File: config.mk
export PLATFORM = sky130hd
export DESIGN_NAME = tile_glyph_renderer
export DESIGN_NICKNAME = d
export VERILOG_FILES = /design/src/rtl/tile_glyph_renderer.sv
export SDC_FILE = /design/constraint.sdc
export NUM_CORES = 1
export LEC_CHECK = 0
export BUFFER_PORTS_ARGS = -buffer_cell sky130_fd_sc_hd__buf_2
export CELL_PAD_IN_SITES_DETAIL_PLACEMENT = 0
export CELL_PAD_IN_SITES_GLOBAL_PLACEMENT = 1
export CORE_AREA = 5 5 124 126
export CTS_CLUSTER_SIZE = 8
export DETAILED_ROUTE_END_ITERATION = 10
export DIE_AREA = 0 0 129 131
export PLACE_DENSITY_LB_ADDON = 0.08
export SLEW_MARGIN = 20
export SYNTH_ARGS = -nofsm -noshare
export SYNTH_HDL_FRONTEND = slang
export SYNTH_SLANG_ARGS = --single-unit
File: constraint.sdc
create_clock -name clk -period 4.55 [get_ports clk]
set_input_delay 0.6825 -clock clk [delete_from_list [all_inputs] [get_ports clk]]
set_output_delay 0.6825 -clock clk [all_outputs]
set_load 0.05 [all_outputs]
File: src/rtl/tile_glyph_renderer.sv
// tile_glyph_renderer: renders one 2048 tile, value 2^exponent shown in decimal.
// Double-dabble converts the exponent; glyph rows come from an external font ROM.
module tile_glyph_renderer #(
    parameter int TILE_SIZE     = 106,
    parameter int GLYPH_W       = 16,
    parameter int GLYPH_H       = 46,
    parameter int TEXT_V_OFFSET = 30,
    parameter int EXP_W         = 5,
    parameter int MAX_EXP       = 16,
    parameter int MAX_DIGITS    = 5,
    parameter int ROM_LATENCY   = 1,
    parameter int FLASH_FRAMES  = 8
) (
    input  logic               clk,
    input  logic               rst,
    input  logic               load,
    input  logic [EXP_W-1:0]   exponent,
    output logic               busy,
    input  logic               flash_start,
    input  logic               frame_tick,
    input  logic [11:0]        h_cnt,
    input  logic [11:0]        v_cnt,
    output logic [3:0]         glyph_digit,
    output logic [5:0]         glyph_row,
    input  logic [GLYPH_W-1:0] glyph_bits,
    output logic [11:0]        vga_data
);

    localparam int COL_W = $clog2(GLYPH_W);
    localparam int SR_W  = MAX_EXP + 1;
    localparam int BCD_W = 4 * MAX_DIGITS;
    localparam int CNT_W = $clog2(MAX_DIGITS + 1);
    localparam int IT_W  = $clog2(MAX_EXP + 1);
    localparam int FL_W  = $clog2(FLASH_FRAMES + 1);

    typedef enum logic [1:0] {
        ST_IDLE,
        ST_INIT,
        ST_SHIFT
    } state_t;

    state_t            state;
    logic [EXP_W-1:0]  pend_exp;
    logic [SR_W-1:0]   sr;
    logic [BCD_W-1:0]  bcd;
    logic [IT_W-1:0]   iter;

    logic [EXP_W-1:0]  disp_exp;
    logic [BCD_W-1:0]  disp_bcd;
    logic [CNT_W-1:0]  disp_cnt;
    logic [FL_W-1:0]   flash_cnt;

    logic [BCD_W-1:0]  bcd_adj;
    logic [BCD_W-1:0]  bcd_nxt;
    logic [CNT_W-1:0]  cnt_nxt;

    logic [11:0]       text_w;
    logic [11:0]       h_start;
    logic [11:0]       rel;
    logic [11:0]       idx;
    logic [11:0]       sel;
    logic              in_v;
    logic              in_text;
    logic [3:0]        s0_dig;

    logic [COL_W-1:0]  s0_col;
    logic              s0_flag;
    logic [COL_W-1:0]  col_d [ROM_LATENCY];
    logic              flag_d [ROM_LATENCY];

    logic              bad_exp;
    logic [11:0]       bg_col;
    logic [11:0]       font_col;

    assign bad_exp = (exponent == '0) || (exponent > EXP_W'(MAX_EXP));

    // one double-dabble step: add 3 to digits >= 5, then shift in the next bit
    always_comb begin
        bcd_adj = bcd;
        for (int i = 0; i < MAX_DIGITS; i++) begin
            if (bcd[4*i +: 4] >= 4'd5) begin
                bcd_adj[4*i +: 4] = bcd[4*i +: 4] + 4'd3;
            end
        end
        bcd_nxt = {bcd_adj[BCD_W-2:0], sr[SR_W-1]};
        cnt_nxt = '0;
        for (int i = 0; i < MAX_DIGITS; i++) begin
            if (bcd_nxt[4*i +: 4] != 4'd0) begin
                cnt_nxt = CNT_W'(i + 1);
            end
        end
    end

    // conversion FSM; displayed value only changes on the final iteration
    always_ff @(posedge clk) begin
        if (!rst) begin
            state    <= ST_IDLE;
            busy     <= 1'b0;
            pend_exp <= '0;
            sr       <= '0;
            bcd      <= '0;
            iter     <= '0;
            disp_exp <= '0;
            disp_bcd <= '0;
            disp_cnt <= '0;
        end else if (load) begin
            if (bad_exp) begin
                state    <= ST_IDLE;
                busy     <= 1'b0;
                disp_exp <= exponent;
                disp_bcd <= '0;
                disp_cnt <= '0;
            end else begin
                state    <= ST_INIT;
                busy     <= 1'b1;
                pend_exp <= exponent;
            end
        end else begin
            case (state)
                ST_INIT: begin
                    sr    <= SR_W'(1) << pend_exp;
                    bcd   <= '0;
                    iter  <= '0;
                    state <= ST_SHIFT;
                end
                ST_SHIFT: begin
                    sr   <= sr << 1;
                    bcd  <= bcd_nxt;
                    iter <= iter + IT_W'(1);
                    if (iter == IT_W'(MAX_EXP)) begin
                        disp_bcd <= bcd_nxt;
                        disp_cnt <= cnt_nxt;
                        disp_exp <= pend_exp;
                        busy     <= 1'b0;
                        state    <= ST_IDLE;
                    end
                end
                default: state <= ST_IDLE;
            endcase
        end
    end

    // flash counter; a restart beats a simultaneous frame tick
    always_ff @(posedge clk) begin
        if (!rst) begin
            flash_cnt <= '0;
        end else if (flash_start) begin
            flash_cnt <= FL_W'(FLASH_FRAMES);
        end else if (frame_tick && flash_cnt != '0) begin
            flash_cnt <= flash_cnt - FL_W'(1);
        end
    end

    // centring and digit selection for the current pixel
    always_comb begin
        text_w  = 12'(disp_cnt) << COL_W;
        h_start = (12'(TILE_SIZE) - text_w) >> 1;
        rel     = h_cnt - h_start;
        idx     = rel >> COL_W;
        sel     = 12'(disp_cnt) - 12'd1 - idx;
        in_v    = (v_cnt >= 12'(TEXT_V_OFFSET)) &&
                  (v_cnt < 12'(TEXT_V_OFFSET + GLYPH_H));
        in_text = (h_cnt >= h_start) &&
                  (h_cnt < h_start + text_w) && in_v;
        s0_dig  = 4'hF;
        if (in_text) begin
            for (int i = 0; i < MAX_DIGITS; i++) begin
                if (sel == 12'(i)) begin
                    s0_dig = disp_bcd[4*i +: 4];
                end
            end
        end
    end

    // tile colours from the displayed exponent and flash state
    always_comb begin
        case (disp_exp)
            EXP_W'(0):  bg_col = 12'h000;
            EXP_W'(1):  bg_col = 12'hEED;
            EXP_W'(2):  bg_col = 12'hEEC;
            EXP_W'(3):  bg_col = 12'hFB7;
            EXP_W'(4):  bg_col = 12'hF96;
            EXP_W'(5):  bg_col = 12'hF75;
            EXP_W'(6):  bg_col = 12'hF53;
            EXP_W'(7):  bg_col = 12'hED7;
            EXP_W'(8):  bg_col = 12'hEC6;
            EXP_W'(9):  bg_col = 12'hEC5;
            EXP_W'(10): bg_col = 12'hEC3;
            EXP_W'(11): bg_col = 12'hEC2;
            default:    bg_col = 12'h333;
        endcase
        if (flash_cnt != '0) begin
            bg_col = 12'hFFF;
        end
        if (disp_exp == '0) begin
            font_col = 12'h000;
        end else if (disp_exp <= EXP_W'(2)) begin
            font_col = 12'h766;
        end else begin
            font_col = 12'hFFF;
        end
    end

    // S0: font ROM address plus column / in-text flag
    always_ff @(posedge clk) begin
        if (!rst) begin
            glyph_digit <= 4'hF;
            glyph_row   <= '0;
            s0_col      <= '0;
            s0_flag     <= 1'b0;
        end else begin
            glyph_digit <= s0_dig;
            glyph_row   <= 6'(v_cnt - 12'(TEXT_V_OFFSET));
            s0_col      <= rel[COL_W-1:0];
            s0_flag     <= in_text;
        end
    end

    // delay column and flag to line up with the ROM data
    always_ff @(posedge clk) begin
        if (!rst) begin
            for (int i = 0; i < ROM_LATENCY; i++) begin
                col_d[i]  <= '0;
                flag_d[i] <= 1'b0;
            end
        end else begin
            col_d[0]  <= s0_col;
            flag_d[0] <= s0_flag;
            for (int i = 1; i < ROM_LATENCY; i++) begin
                col_d[i]  <= col_d[i-1];
                flag_d[i] <= flag_d[i-1];
            end
        end
    end

    // final stage: pick font or background colour
    always_ff @(posedge clk) begin
        if (!rst) begin
            vga_data <= '0;
        end else if (flag_d[ROM_LATENCY-1]) begin
            vga_data <= glyph_bits[COL_W'(GLYPH_W - 1) - col_d[ROM_LATENCY-1]] ?
                        font_col : bg_col;
        end else begin
            vga_data <= bg_col;
        end
    end

endmodule

==> metrics.md <==
| Metric | Value |
|---|---|
| Vias in the first global route | 5349 |
| Number of port buffers | 72 |
| Number of design-rule violations left by the first detailed-router iteration | ~310 |
| Post-CTS Hold Buffers | 0 |
| Total Routed Length | ~15 mm |
| Total placed instance area | between 7000 and 8000 µm² |
| Clock insertion delay at the later pin of the skew report | 420 ps |
| Post-detailed-placement half-perimeter wirelength | ~11 mm |
| Pins over their slew limit | 0 |
| Setup Buffers After CTS | 0 |
| GRT Residual Overflow | 0 |
| I/O pin count | 73 |
| Share of the core filled with cells in the final layout | 54.9% |
| Number of setup violations in the final report | 0 |
| Largest net degree at the start of global routing | 62 |
| Final Hold Viols | 0 |
| Via-per-instance ratio | ~5.5 |
| Maximum vdd drop | roughly 0.22 mV |
| Nets | just over 900 |
| Total Die Area | around 17000 µm² |
| FF+latch count, synth | around 130 |
| Cell area after synthesis | approximately 6800 µm² |
| Share of layout cells above drive strength 1 | between 10% and 20% |
| Maximum clock skew at final layout | 5.63 ps |
| Max-slew headroom at the worst pin | 50.3% |
| Max-cap check violation count | 0 |
| Status | completed |
| Routed via count | 5577 |
| Final routed wire length divided by cell count | 14.9 µm |
| Residual DRC | 0 |
| CP max FO | 6 |
| Post-route fraction of the period consumed by the critical path | 77.7% |
| Net count of the mapped netlist | roughly 860 |
| Worst Tran Pin Value | ~740 ps |
| CTS Root Buffer Type | sky130_fd_sc_hd__clkbuf_16 |
| Fmax | 0.283 GHz |
| Mean instance size in the synthesized netlist | about 9 µm² |
| Die width | ~130 µm |
| Sink Count | 125 |
| Number of unique standard cell types used by synthesis | 70 |
| Most common library cell in the layout ignoring fill and taps | sky130_fd_sc_hd__dfxtp_1 |
| Number of placement rows | 44 |
| Post-synthesis cell count | ~760 |
| Number of levels in the clock H-tree | 4 |
| Remaining antenna violation count after routing | 0 |
| Power Dens Cells | about 360 nW/µm² |
| CTS clk-pin slew, worst paths | around 60 ps |
| Proportion of synthesized chip area in sequential cells | a little under two fifths |
| DIE HEIGHT | approximately 130 µm |
| Leading cell types in the layout, fill and taps excluded | sky130_fd_sc_hd__dfxtp_1 (125), sky130_fd_sc_hd__nor2_1 (84), sky130_fd_sc_hd__buf_2 (72), sky130_fd_sc_hd__ha_1 (54), sky130_fd_sc_hd__nand2_1 (50) |
| Number of antenna repair diodes | 0 |
| Reg-to-reg slack, setup | around 1000 ps |
| Inserted Clock Buffers | 17 |
| Clock tree from TritonCTS | done |
| Kind of critical path | flop to flop |
| Path category of the worst min-delay check | flop to flop |
| Area added between synthesis and finish | 15.5% |
| Area of the core region | approximately 14000 µm² |
| Number of synthesized flops with an enable pin | 0 |
| Fraction of registers with async set or reset after synthesis | 0% |
| Cell area after layout | 7800 µm² |
| Starting Density | between 40% and 50% |
| Synthesis warning total | 0 |
| Buffer levels on the longest clock path | 2 |
| Critical Path AT | roughly 3800 ps |
| Number of search-and-repair iterations in the first detailed-routing pass | 6 |
| Wire length of the first global-routing pass | ~25 mm |
| Post-cts resize count | 0 |
| All-Layer GR Usage | between 10% and 20% |
| Crit start category | flop |
| Total negative setup slack | 0 ps |
| Unrepaired setup endpoints after global routing | false |
| Antenna violations before repair | 0 |
| Kind of capture point of the worst setup path | flop |
| Ys flop type | sky130_fd_sc_hd__dfxtp_1 |
| Final GP Congestion | between 0.8 and 0.9 |
| Required time worst endpoint | ~4800 ps |
| Leakage | 3.21 nW |
| Min cycle time layout | 3540 ps |
[final timing paths]
check                    from        endpoint  depth (start not counted)
hold / removal      s0_col[1]     col_d[0][1]                          1
setup reg to reg  disp_cnt[0]  glyph_digit[1]                         15
hold reg to reg     s0_col[1]     col_d[0][1]                          1
setup / recovery  disp_cnt[0]  glyph_digit[1]                         15
[through the flow]
step | std cells | hold WS [ps] | worst slack (ps) | power (mW)
final | 1017 | 434 | 1010 | 2.81
after global routing | 1017 | 440 | 666 | 2.94
after CTS | 1017 | 437 | 1020 | 2.84
after detailed placement | 985 | 423 | 1040 | 1.55
after global placement | 985 | 417 | 1140 | 1.55
after floorplan | 757 | 412 | 1480 | 1.46
[state kept, by name, indices dropped and copies added (netlist names), named ones only]
| name | cells |
|---|---|
| bcd | 20 |
| disp_bcd | 20 |
| sr | 17 |
| vga_data | 12 |
| glyph_row | 6 |
| disp_exp | 5 |
| iter | 5 |
| pend_exp | 5 |
| col_d | 4 |
| flash_cnt | 4 |
| glyph_digit | 4 |
| s0_col | 4 |
| disp_cnt | 3 |
| state | 2 |
| busy | 1 |
| flag_d | 1 |
| s0_flag | 1 |
[worst max-delay path, cell delays in order, from the launching register on]
cell,delay [ps]
sky130_fd_sc_hd__dfxtp_1,450
sky130_fd_sc_hd__inv_1,120
sky130_fd_sc_hd__ha_1,380
sky130_fd_sc_hd__ha_1,380
sky130_fd_sc_hd__nor3_1,80
sky130_fd_sc_hd__a211oi_1,310
sky130_fd_sc_hd__nand2b_1,130
sky130_fd_sc_hd__a21oi_1,140
sky130_fd_sc_hd__nor2_1,60
sky130_fd_sc_hd__xnor2_1,230
sky130_fd_sc_hd__ha_1,300
sky130_fd_sc_hd__nor2b_1,140
sky130_fd_sc_hd__nor3_1,170
sky130_fd_sc_hd__o21ai_0,110
sky130_fd_sc_hd__nor2_1,240
sky130_fd_sc_hd__nand4_1,130
[cell families after synthesis]
group / share of synthesized area [%]
XOR/XNOR: 3.89
flip-flops: 37.1
multiplexers: 5.11
AO/OA/AOI/OAI: 19.5
AND/OR/NAND/NOR: 19.6
adder cells (fa/ha/maj): 10.6
buffers and inverters: 4.26
[layout make-up]
| type | instances | area [µm²] |
|---|---|---|
| Fill cell | 1347 | 6400 |
| Clock inverter | 15 | 140 |
| Clock buffer | 17 | 425 |
| Timing Repair Buffer | 76 | 390 |
| Tap cell | 184 | 230 |
| Sequential cell | 125 | 2500 |
| Multi-Input combinational cell | 561 | 3970 |
| Inverter | 39 | 146 |
[routing by layer]
metal | track usage (%) | vias up | wire, µm
met2 | 29.7 | 107 | 6800
li1 | - | 2852 | -
met1 | 24.7 | 2602 | 7350
met4 | 6.24 | 0 | 208
met5 | 0 | - | 0
met3 | 4.23 | 16 | 772
[synthesized netlist by cell type, types with 11 or more instances]
cell type	n	area share, %
sky130_fd_sc_hd__a211oi_1	12	1.3
sky130_fd_sc_hd__nand2_1	50	2.8
sky130_fd_sc_hd__and2_1	14	1.3
sky130_fd_sc_hd__inv_1	38	2.1
sky130_fd_sc_hd__xnor2_1	19	2.5
sky130_fd_sc_hd__mux2i_1	12	1.8
sky130_fd_sc_hd__a221oi_1	12	1.6
sky130_fd_sc_hd__a22o_1	14	1.8
sky130_fd_sc_hd__nand2b_1	27	2.5
sky130_fd_sc_hd__o21ai_0	37	2.7
sky130_fd_sc_hd__nand3_1	16	1.2
sky130_fd_sc_hd__a22oi_1	15	1.7
sky130_fd_sc_hd__a21oi_1	40	3.0
sky130_fd_sc_hd__nor2_1	84	4.7
sky130_fd_sc_hd__nor3_1	25	1.9
sky130_fd_sc_hd__clkbuf_1	25	1.4
sky130_fd_sc_hd__dfxtp_1	125	37
sky130_fd_sc_hd__xor2_1	11	1.4
sky130_fd_sc_hd__ha_1	54	10
[where the power goes]
group          total, mW  switching (mW)  leakage [nW]  internal [mW]
logic              0.364           0.229          1.92          0.135
clock network       1.29           0.562         0.271          0.724
registers           1.16          0.0210          1.02           1.14
Note: power is estimated with default switching activity, not from simulation.
